`config.mk`:
```
export PLATFORM = sky130hd
export DESIGN_NAME = key_filter_multi
export DESIGN_NICKNAME = d
export VERILOG_FILES = /design/src/rtl/key_filter_pkg.sv /design/src/rtl/key_filter_chan.sv /design/src/rtl/key_filter_multi.sv
export SDC_FILE = /design/constraint.sdc
export NUM_CORES = 1
export LEC_CHECK = 0
export BUFFER_PORTS_ARGS = -buffer_cell sky130_fd_sc_hd__buf_2
export CAP_MARGIN = 25
export CORE_ASPECT_RATIO = 0.75
export CORE_UTILIZATION = 30
export DETAILED_ROUTE_END_ITERATION = 12
export GPL_ROUTABILITY_DRIVEN = 0
export GPL_TIMING_DRIVEN = 0
export PLACE_DENSITY_LB_ADDON = 0.12
export SYNTH_ARGS = -nofsm -noshare
export SYNTH_HDL_FRONTEND = slang
export SYNTH_SLANG_ARGS = --single-unit
export TNS_END_PERCENT = 50
```
`constraint.sdc`:
```
create_clock -name clk -period 4.4 [get_ports clk]
set_clock_uncertainty 0.05 [all_clocks]
set_input_delay 0.88 -clock clk [delete_from_list [all_inputs] [get_ports clk]]
set_output_delay 0.88 -clock clk [all_outputs]
set_load 0.02 [all_outputs]
```
`src/rtl/key_filter_pkg.sv`:
```
// Shared types and helpers for the multi-channel key debouncer.
// Holds the per-channel FSM state encoding and the counter-width helper.
package key_filter_pkg;

    typedef enum logic [1:0] {
        IDLE       = 2'd0,
        PRESS_DB   = 2'd1,
        PRESSED    = 2'd2,
        RELEASE_DB = 2'd3
    } key_state_e;

    // Bits needed to hold values 0..max_val; never less than one bit.
    function automatic int unsigned cnt_width(input int unsigned max_val);
        return (max_val == 0) ? 1 : $clog2(max_val + 1);
    endfunction

endpackage

```
`src/rtl/key_filter_chan.sv`:
```
// One key channel: 2-FF synchroniser, debounce FSM, hold counter for long press,
// and registered level/press/release/long outputs.
module key_filter_chan
    import key_filter_pkg::*;
#(
    parameter int unsigned DEBOUNCE_CYCLES = 20,
    parameter int unsigned LONG_CYCLES     = 1000,
    parameter int unsigned REPEAT_CYCLES   = 0,
    parameter bit          ACTIVE_LOW      = 1'b1
) (
    input  logic clk,
    input  logic rst,
    input  logic key_in,
    output logic key_level,
    output logic key_press,
    output logic key_release,
    output logic key_long
);

    localparam int unsigned CNT_W  = cnt_width(DEBOUNCE_CYCLES);
    localparam int unsigned HOLD_W = cnt_width(LONG_CYCLES + REPEAT_CYCLES);

    localparam logic [CNT_W-1:0]  CNT_ONE   = CNT_W'(1);
    localparam logic [CNT_W-1:0]  CNT_LAST  = CNT_W'(DEBOUNCE_CYCLES - 1);
    localparam logic [HOLD_W-1:0] HOLD_LONG = HOLD_W'(LONG_CYCLES);
    localparam logic [HOLD_W-1:0] HOLD_TOP  = HOLD_W'(LONG_CYCLES + REPEAT_CYCLES);
    localparam logic              REL_LVL   = ACTIVE_LOW;

    logic [1:0]        sync_q;
    key_state_e        state_q, state_d;
    logic [CNT_W-1:0]  cnt_q, cnt_d;
    logic [HOLD_W-1:0] hold_q, hold_d, hold_next;
    logic              press_d, release_d, long_d, long_hit;
    logic              pressed;

    assign pressed = sync_q[1] ^ REL_LVL;

    // With repeat enabled the counter folds back to LONG+1 after each repeat
    // pulse; without it the counter parks at LONG.
    always_comb begin
        hold_next = hold_q + 1'b1;
        if (REPEAT_CYCLES != 0 && hold_q == HOLD_TOP) begin
            hold_next = HOLD_LONG + 1'b1;
        end else if (REPEAT_CYCLES == 0 && hold_q == HOLD_LONG) begin
            hold_next = hold_q;
        end
        long_hit = (hold_next == HOLD_LONG && hold_q != HOLD_LONG) ||
                   (REPEAT_CYCLES != 0 && hold_next == HOLD_TOP);
    end

    always_comb begin
        state_d   = state_q;
        cnt_d     = cnt_q;
        hold_d    = hold_q;
        press_d   = 1'b0;
        release_d = 1'b0;
        long_d    = 1'b0;
        unique case (state_q)
            IDLE: begin
                hold_d = '0;
                if (pressed) begin
                    state_d = PRESS_DB;
                    cnt_d   = CNT_ONE;
                end
            end
            PRESS_DB: begin
                if (!pressed) begin
                    state_d = IDLE;
                    cnt_d   = '0;
                end else if (cnt_q == CNT_LAST) begin
                    state_d = PRESSED;
                    cnt_d   = '0;
                    hold_d  = '0;
                    press_d = 1'b1;
                end else begin
                    cnt_d = cnt_q + 1'b1;
                end
            end
            PRESSED: begin
                hold_d = hold_next;
                long_d = long_hit;
                if (!pressed) begin
                    state_d = RELEASE_DB;
                    cnt_d   = CNT_ONE;
                end
            end
            RELEASE_DB: begin
                hold_d = hold_next;
                if (pressed) begin
                    state_d = PRESSED;
                    cnt_d   = '0;
                end else if (cnt_q == CNT_LAST) begin
                    state_d   = IDLE;
                    cnt_d     = '0;
                    hold_d    = '0;
                    release_d = 1'b1;
                end else begin
                    cnt_d = cnt_q + 1'b1;
                end
            end
            default: state_d = IDLE;
        endcase
    end

    always_ff @(posedge clk or posedge rst) begin
        if (rst) begin
            sync_q      <= {2{REL_LVL}};
            state_q     <= IDLE;
            cnt_q       <= '0;
            hold_q      <= '0;
            key_level   <= 1'b0;
            key_press   <= 1'b0;
            key_release <= 1'b0;
            key_long    <= 1'b0;
        end else begin
            sync_q      <= {sync_q[0], key_in};
            state_q     <= state_d;
            cnt_q       <= cnt_d;
            hold_q      <= hold_d;
            key_level   <= (state_d == PRESSED) || (state_d == RELEASE_DB);
            key_press   <= press_d;
            key_release <= release_d;
            key_long    <= long_d;
        end
    end

endmodule

```
`src/rtl/key_filter_multi.sv`:
```
// Multi-channel key debouncer: NUM_KEYS independent key_filter_chan instances
// with their outputs packed into per-key vectors.
module key_filter_multi
    import key_filter_pkg::*;
#(
    parameter int unsigned NUM_KEYS        = 4,
    parameter int unsigned DEBOUNCE_CYCLES = 20,
    parameter int unsigned LONG_CYCLES     = 1000,
    parameter int unsigned REPEAT_CYCLES   = 0,
    parameter bit          ACTIVE_LOW      = 1'b1
) (
    input  logic                clk,
    input  logic                rst,
    input  logic [NUM_KEYS-1:0] key_in,
    output logic [NUM_KEYS-1:0] key_level,
    output logic [NUM_KEYS-1:0] key_press,
    output logic [NUM_KEYS-1:0] key_release,
    output logic [NUM_KEYS-1:0] key_long
);

    for (genvar i = 0; i < NUM_KEYS; i++) begin : g_chan
        key_filter_chan #(
            .DEBOUNCE_CYCLES (DEBOUNCE_CYCLES),
            .LONG_CYCLES     (LONG_CYCLES),
            .REPEAT_CYCLES   (REPEAT_CYCLES),
            .ACTIVE_LOW      (ACTIVE_LOW)
        ) u_chan (
            .clk         (clk),
            .rst         (rst),
            .key_in      (key_in[i]),
            .key_level   (key_level[i]),
            .key_press   (key_press[i]),
            .key_release (key_release[i]),
            .key_long    (key_long[i])
        );
    end

endmodule

```
==> impl_metrics.toml, run 1 <==
[final_layout]
drive_gt1_share_pct = 11.8
mostFrequentLayoutCells = "dfrtp_1, nand2_1, o21ai_0"
fill_cells = 1695
diodes = 0
layout_commonest_cell = "dfrtp_1"
syn_to_final_growth_pct = 13.6
nets = 623

[synthesis]
synth_seq_cells = 92
yosys_most_used_dff = "dfrtp_1"
synth_nets = 590
yosysWarnings = 0
syn_avg_cell_area_um2 = 8.81
netlist_instances = 572
async_flop_share_pct = 100
synth_edf_count = 0
synth_area_um2 = 5040
ys_seq_area_share_pct = 45.9
synth_cell_types = 56

[clock_tree]
cts_resized = 0
cts_tree = "yes"
path_clk_slew_ns = 0.06
clock_path_buffers = 2
htree_levels = 3
ctsRootBufferMaster = "clkbuf_16"
insertion_delay_ns = 0.35
cts_hold_buf = 0
post_cts_buffers = 0
cts.sinks = 92
cts_buffers = 9

[power]
swShare_pct = 23.1
p_clk_share_pct = 44.2
powerDensity_nw_per_um2 = 304
intPower_mw = 1.34
power_mw = 1.74
combPwrFrac_pct = 5.0
ir_drop_v = 0.000187
switching_power_uw = 401
cellLeakagePower_nw = 2.31
sequentialPowerShare_pct = 50.8

[critical_path]
crit_top_cell = "a31oi_1"
crit_fanout = 10
critPathMaxStageDelay_ns = 0.53
path_buf_inv = 1
crit_slowest_cell = "nor4b_2"
crit_required_ns = 4.56
startpoint_type = "register"
endpoint_kind = "register"
worstPathArrival_ns = 2.43
criticalPathCategory = "reg -> reg"
crit_family = "compound AO/OA/AOI/OAI gates"
cp_cell_sequence = "ha_1 -> inv_1 -> nor4b_2 -> a31oi_1 -> a41oi_1 -> a31oi_1"

[sta]
setup_slack_ns = 2.13
tns_ns = 0
max_freq_mhz = 440
relSlewSlack_pct = 40.7
setup_viol = 0
rsz0062_at_grt = "no"
final.min_clock_period_ns = 2.27
slew_violations = 0
tightest_slew_ns = 0.885
hold_viol = 0
period_share_pct = 51.6

[drt]
post_drt_wl_per_cell_um = 13.1
drc = 0
vias_per_cell = 5.06
drt_wl_total_mm = 10.8
ant_nets = 0
drt-pass1-iter-count = 5
vias = 4146
drt-initial-drc-count = 309

[global_route]
gr-total-overflow = 0
grt.busiest_layer = "met2"
gr-usage-met1_pct = 19.3
antenna_found_initial = 0
gr-usage-all-layers_pct = 13.7
grt_max_degree = 57
grt_pass1_wl_mm = 18.8
use_met2_pct = 19.7
grt_use_met3_pct = 4.38
grt_pass1_vias = 3918

[floorplan]
die_x_um = 152
die_area_um2 = 17300
core_um2 = 16200
die_h_um = 114
io_pins = 22
floorplan.initialDensity_pct = 31.1
num_rows = 40

[placed_design]
portBuffers = 21
pre_cts_ws_ns = 2.12
dpl.hpwl_mm = 7.35

[job]
drv_cap = 0

[worst_hold_path]
hold_class = "reg -> reg"

[status]
status = "complete, no violations"
-- per-stage QoR --
step                      std cells  utilization [%]  instance area, um2  hold slack [ns]
after floorplan                 572                -                5040            0.295
after global placement          803             33.3                5410            0.297
after detailed placement        804             33.5                5440            0.299
after CTS                       820             35.3                5720            0.308
after global routing            820             35.3                5720            0.313
final                           820             35.3                5720            0.306
-- power by group through the flow --
stage | Sequential (mW) | Clock, mW | Combinational (mW)
2_1_floorplan | 0.894 | 0 | 0.0650
3_3_place_gp | 0.898 | 0 | 0.0841
3_5_place_dp | 0.899 | 0 | 0.0897
4_1_cts | 0.883 | 0.800 | 0.0900
5_1_grt | 0.885 | 0.832 | 0.102
6_report | 0.883 | 0.768 | 0.0873
-- per-layer routing --
| layer | part of all wire, % | wire length [um] | up-vias |
|---|---|---|---|
| met3 | 4.0 | 431 | 10 |
| li1 | - | - | 2093 |
| met4 | 1.0 | 110 | 0 |
| met1 | 52 | 5630 | 1993 |
| met2 | 43 | 4580 | 50 |
| met5 | 0 | 0 | - |
-- synth_stat cells, types with 8 or more instances --
cell,n,share of area [%]
dfrtp_1,84,42
nand2_1,80,6.0
o21ai_0,73,7.3
nor2_1,32,2.4
nand3_1,25,2.5
clkbuf_1,23,1.7
inv_1,20,1.5
o21ai_1,20,2.0
a21oi_1,19,1.9
buf_4,16,2.4
a31oi_1,15,1.9
ha_1,12,3.0
nor3_1,12,1.2
xor2_1,11,1.9
xnor2_1,9,1.6
and3_1,8,0.99
dfstp_2,8,4.2
o21a_1,8,1.2
-- worst reg2reg max path, stage by stage (launching register included) --
cell     delay [ns]
dfrtp_1        0.39
ha_1           0.25
inv_1          0.09
nor4b_2        0.53
a31oi_1        0.44
a41oi_1        0.32
a31oi_1        0.06
-- layout make-up --
cell class / instances / area [um2] / area share, %
tap: 210 / 263 / 4.59
timing repair buffer: 22 / 133 / 2.32
clock inverter: 4 / 50.0 / 0.875
buffer: 45 / 235 / 4.11
inverter: 21 / 81.3 / 1.42
sequential: 92 / 2310 / 40.4
clock buffer: 12 / 236 / 4.13
multi-input combinational: 414 / 2410 / 42.1
-- final timing paths --
path	startpoint	slack, ns	end	cells after the start
setup / recovery	g_chan[3].u_chan.cnt_q[0]$_DFFE_PP0P_	2.13	g_chan[3].u_chan.hold_q[9]$_DFFE_PP0P_	6
hold / removal	g_chan[3].u_chan.sync_q[0]$_DFF_PP1_	0.31	g_chan[3].u_chan.sync_q[1]$_DFF_PP1_	0
setup reg to reg	g_chan[3].u_chan.cnt_q[0]$_DFFE_PP0P_	2.13	g_chan[3].u_chan.hold_q[9]$_DFFE_PP0P_	6
hold reg to reg	g_chan[3].u_chan.sync_q[0]$_DFF_PP1_	0.31	g_chan[3].u_chan.sync_q[1]$_DFF_PP1_	0
max in group asynchronous	rst	3.11	g_chan[1].u_chan.sync_q[1]$_DFF_PP1_	3
min in group asynchronous	rst	0.51	g_chan[2].u_chan.key_release$_DFF_PP0_	2
-- flip-flops by register name (all words and copies together), names as in the netlist --
register                   flops
g_chan.u_chan.key_press        4
g_chan.u_chan.key_release      4
g_chan.u_chan.state_q          8
g_chan.u_chan.key_level        4
g_chan.u_chan.cnt_q           20
g_chan.u_chan.sync_q           8
g_chan.u_chan.hold_q          40
g_chan.u_chan.key_long         4
-- cells by family after synthesis --
kind of cell             share of synthesized area [%]
flip-flops                                        45.9
multiplexers                                     0.795
AND/OR/NAND/NOR                                   21.2
AO/OA/AOI/OAI                                     19.4
buffers and inverters                             6.23
XOR/XNOR                                          3.48
adder cells (fa/ha/maj)                           2.98
Note: power is estimated with default switching activity, not from simulation.
==> run 2, diff against run 1 <==
==> constraint.sdc (replaced) <==
create_clock -name clk -period 2.05 [get_ports clk]
set_clock_uncertainty 0.05 [all_clocks]
set_input_delay 0.41 -clock clk [delete_from_list [all_inputs] [get_ports clk]]
set_output_delay 0.41 -clock clk [all_outputs]
set_load 0.02 [all_outputs]
==> run 2 against run 1 <==
Against the previous run: setup slack worse by 2.1 ns; power increased by 110%; final cell count did not move; wire length is 1.1% higher; non-clock buffer count stayed put; sequential cell count did not move; fmax up 13%; first-iteration DRC count down 10%; register-to-register slack worse by 2.1 ns; clock-buffer cell count shrank 2; critical path depth unchanged.
==> impl_metrics.toml, run 2 (synthesis results as in run 1) <==
[drt]
post_drt_wl_per_cell_um = 13.3
wl_met1_mm = 5.76
vias_per_cell = 5.05
drt-initial-drc-count = 277
drc = 0
vias = 4145
drt-pass1-iter-count = 6
route.met3.wl_um = 441
drt_wl_total_mm = 10.9
routed-wl-met2_mm = 4.52
ant_nets = 0
dr.max_layer_used = "met4"

[global_route]
antenna_found_initial = 0
gr-usage-all-layers_pct = 13.8
grt_pass1_wl_mm = 18.8
gr-total-overflow = 0
grt_max_degree = 40
grt_pass1_vias = 3739

[final_layout]
top_regs = "g_chan.u_chan.hold_q (40), g_chan.u_chan.cnt_q (20)"
nets = 623
diodes = 0
largest_register_ffs = 40
top_register = "g_chan.u_chan.hold_q"
drive_gt1_share_pct = 15.4
fill_cells = 1685
register_area_um2 = 2310
stdcell_count = 820
multiInputGateArea_um2 = 2510
syn_to_final_growth_pct = 15.7
mostFrequentLayoutCells = "dfrtp_1, nand2_1, o21ai_0"
layout_commonest_cell = "dfrtp_1"

[sta]
period_share_pct = 97.7
relSlewSlack_pct = 66.0
final.min_clock_period_ns = 2.00
slew_violations = 0
hold_viol = 0
tightest_slew_ns = 0.505
max_freq_mhz = 499
setup_viol = 0
setup_slack_ns = 0.0477
rsz0062_at_grt = "yes"

[floorplan]
die_area_um2 = 17300
die_x_um = 152
num_rows = 40
floorplan.initialDensity_pct = 31.1
die_h_um = 114
io_pins = 22
core_um2 = 16200

[clock_tree]
cts.sinks = 92
path_clk_slew_ns = 0.07
htree_levels = 3
clock_path_buffers = 2
ctsRootBufferMaster = "clkbuf_16"
insertion_delay_ns = 0.35
cts_buffers = 9
cts_hold_buf = 0
cts_tree = "yes"

[placed_design]
dp_cells = 805
dpl.hpwl_mm = 7.38
pre_cts_ws_ns = -0.196
portBuffers = 21

[critical_path]
worstPathArrival_ns = 2.24
endpoint_kind = "register"
crit_fanout = 7
criticalPathCategory = "reg -> reg"
startpoint_type = "register"
crit_required_ns = 2.28

[status]
status = "complete, no violations"

[power]
cellLeakagePower_nw = 2.33
switching_power_uw = 893
swShare_pct = 24.3
combPwrFrac_pct = 5.3
p_clk_share_pct = 43.1
powerDensity_nw_per_um2 = 630
intPower_mw = 2.78
ir_drop_v = 0.000350
sequentialPowerShare_pct = 51.6

[worst_hold_path]
hold_class = "in -> async"

[job]
drv_cap = 0
[run 2: changes by cell type in the layout (fill, tap and decap cells not counted), sizes merged]
cell    before  now
clkinv       1    5
inv         21   20
bufinv       1    0
buf         44   46
clkbuf      35   31
[run 2: per-layer routing]
metal,vias up,GRT usage [%]
li1,2097,-
met1,1970,19.8
met2,69,20.0
met3,9,3.63
met4,0,4.36
met5,-,0
[run 2: final cells by class]
class                      count  area share, %
clock inverter                 6          0.687
inverter                      21           1.42
multi-input combinational    414           43.1
sequential                    92           39.7
clock buffer                  10           4.10
tap                          210           4.51
buffer                        43           3.93
timing repair buffer          24           2.62
[run 2: worst paths after layout]
| path | cells past startpoint | slack [ns] | from | to |
|---|---|---|---|---|
| setup / recovery | 6 | 0.05 | g_chan[1].u_chan.cnt_q[0]$_DFFE_PP0P_ | g_chan[1].u_chan.hold_q[2]$_DFFE_PP0P_ |
| hold / removal | 2 | 0.03 | rst | g_chan[0].u_chan.cnt_q[1]$_DFFE_PP0P_ |
| setup reg to reg | 6 | 0.05 | g_chan[1].u_chan.cnt_q[0]$_DFFE_PP0P_ | g_chan[1].u_chan.hold_q[2]$_DFFE_PP0P_ |
| hold reg to reg | 0 | 0.31 | g_chan[1].u_chan.sync_q[0]$_DFF_PP1_ | g_chan[1].u_chan.sync_q[1]$_DFF_PP1_ |
| max in group asynchronous | 3 | 1.29 | rst | g_chan[1].u_chan.sync_q[0]$_DFF_PP1_ |
| min in group clk | 1 | 0.11 | key_in[3] | g_chan[3].u_chan.sync_q[0]$_DFF_PP1_ |
[run 2: what timing repair did]
item | CTS | global route
pin swaps | 0 | 1
resized for setup | 7 | 14
setup buffers | 0 | 1
endpoints found under the hold margin | 0 | 0
gates cloned | 0 | 0
setup endpoints to repair | 14 | 25
[run 2: power by group through the flow]
stage                     sequential [mW]  combinational (mW)  clock (mW)
after floorplan                      1.92               0.140           0
after global placement               1.93               0.182           0
after detailed placement             1.93               0.197           0
after CTS                            1.89               0.199        1.65
after global routing                 1.90               0.226        1.72
final                                1.89               0.196        1.58
[run 2: stage by stage]
| step | area [um2] | total power [mW] | hold slack [ns] | setup TNS, ns | util, % |
|---|---|---|---|---|---|
| 6_report | 5830 | 3.67 | 0.0329 | 0 | 35.9 |
| 5_1_grt | 5830 | 3.84 | 0.0702 | -0.171 | 35.9 |
| 4_1_cts | 5760 | 3.75 | 0.0477 | 0 | 35.5 |
| 3_5_place_dp | 5450 | 2.12 | 0.297 | -0.759 | 33.6 |
| 3_3_place_gp | 5410 | 2.11 | 0.297 | -20.50 | 33.4 |
| 2_1_floorplan | 5040 | 2.06 | 0.295 | 0 | - |
[run 2: worst max-delay path, cell delays in order, from the launching register on]
cell      delay, ns
dfrtp_1        0.41
ha_1           0.27
and4bb_2       0.30
a31oi_2        0.43
nand2_1        0.12
nor3b_1        0.21
a221o_1        0.14
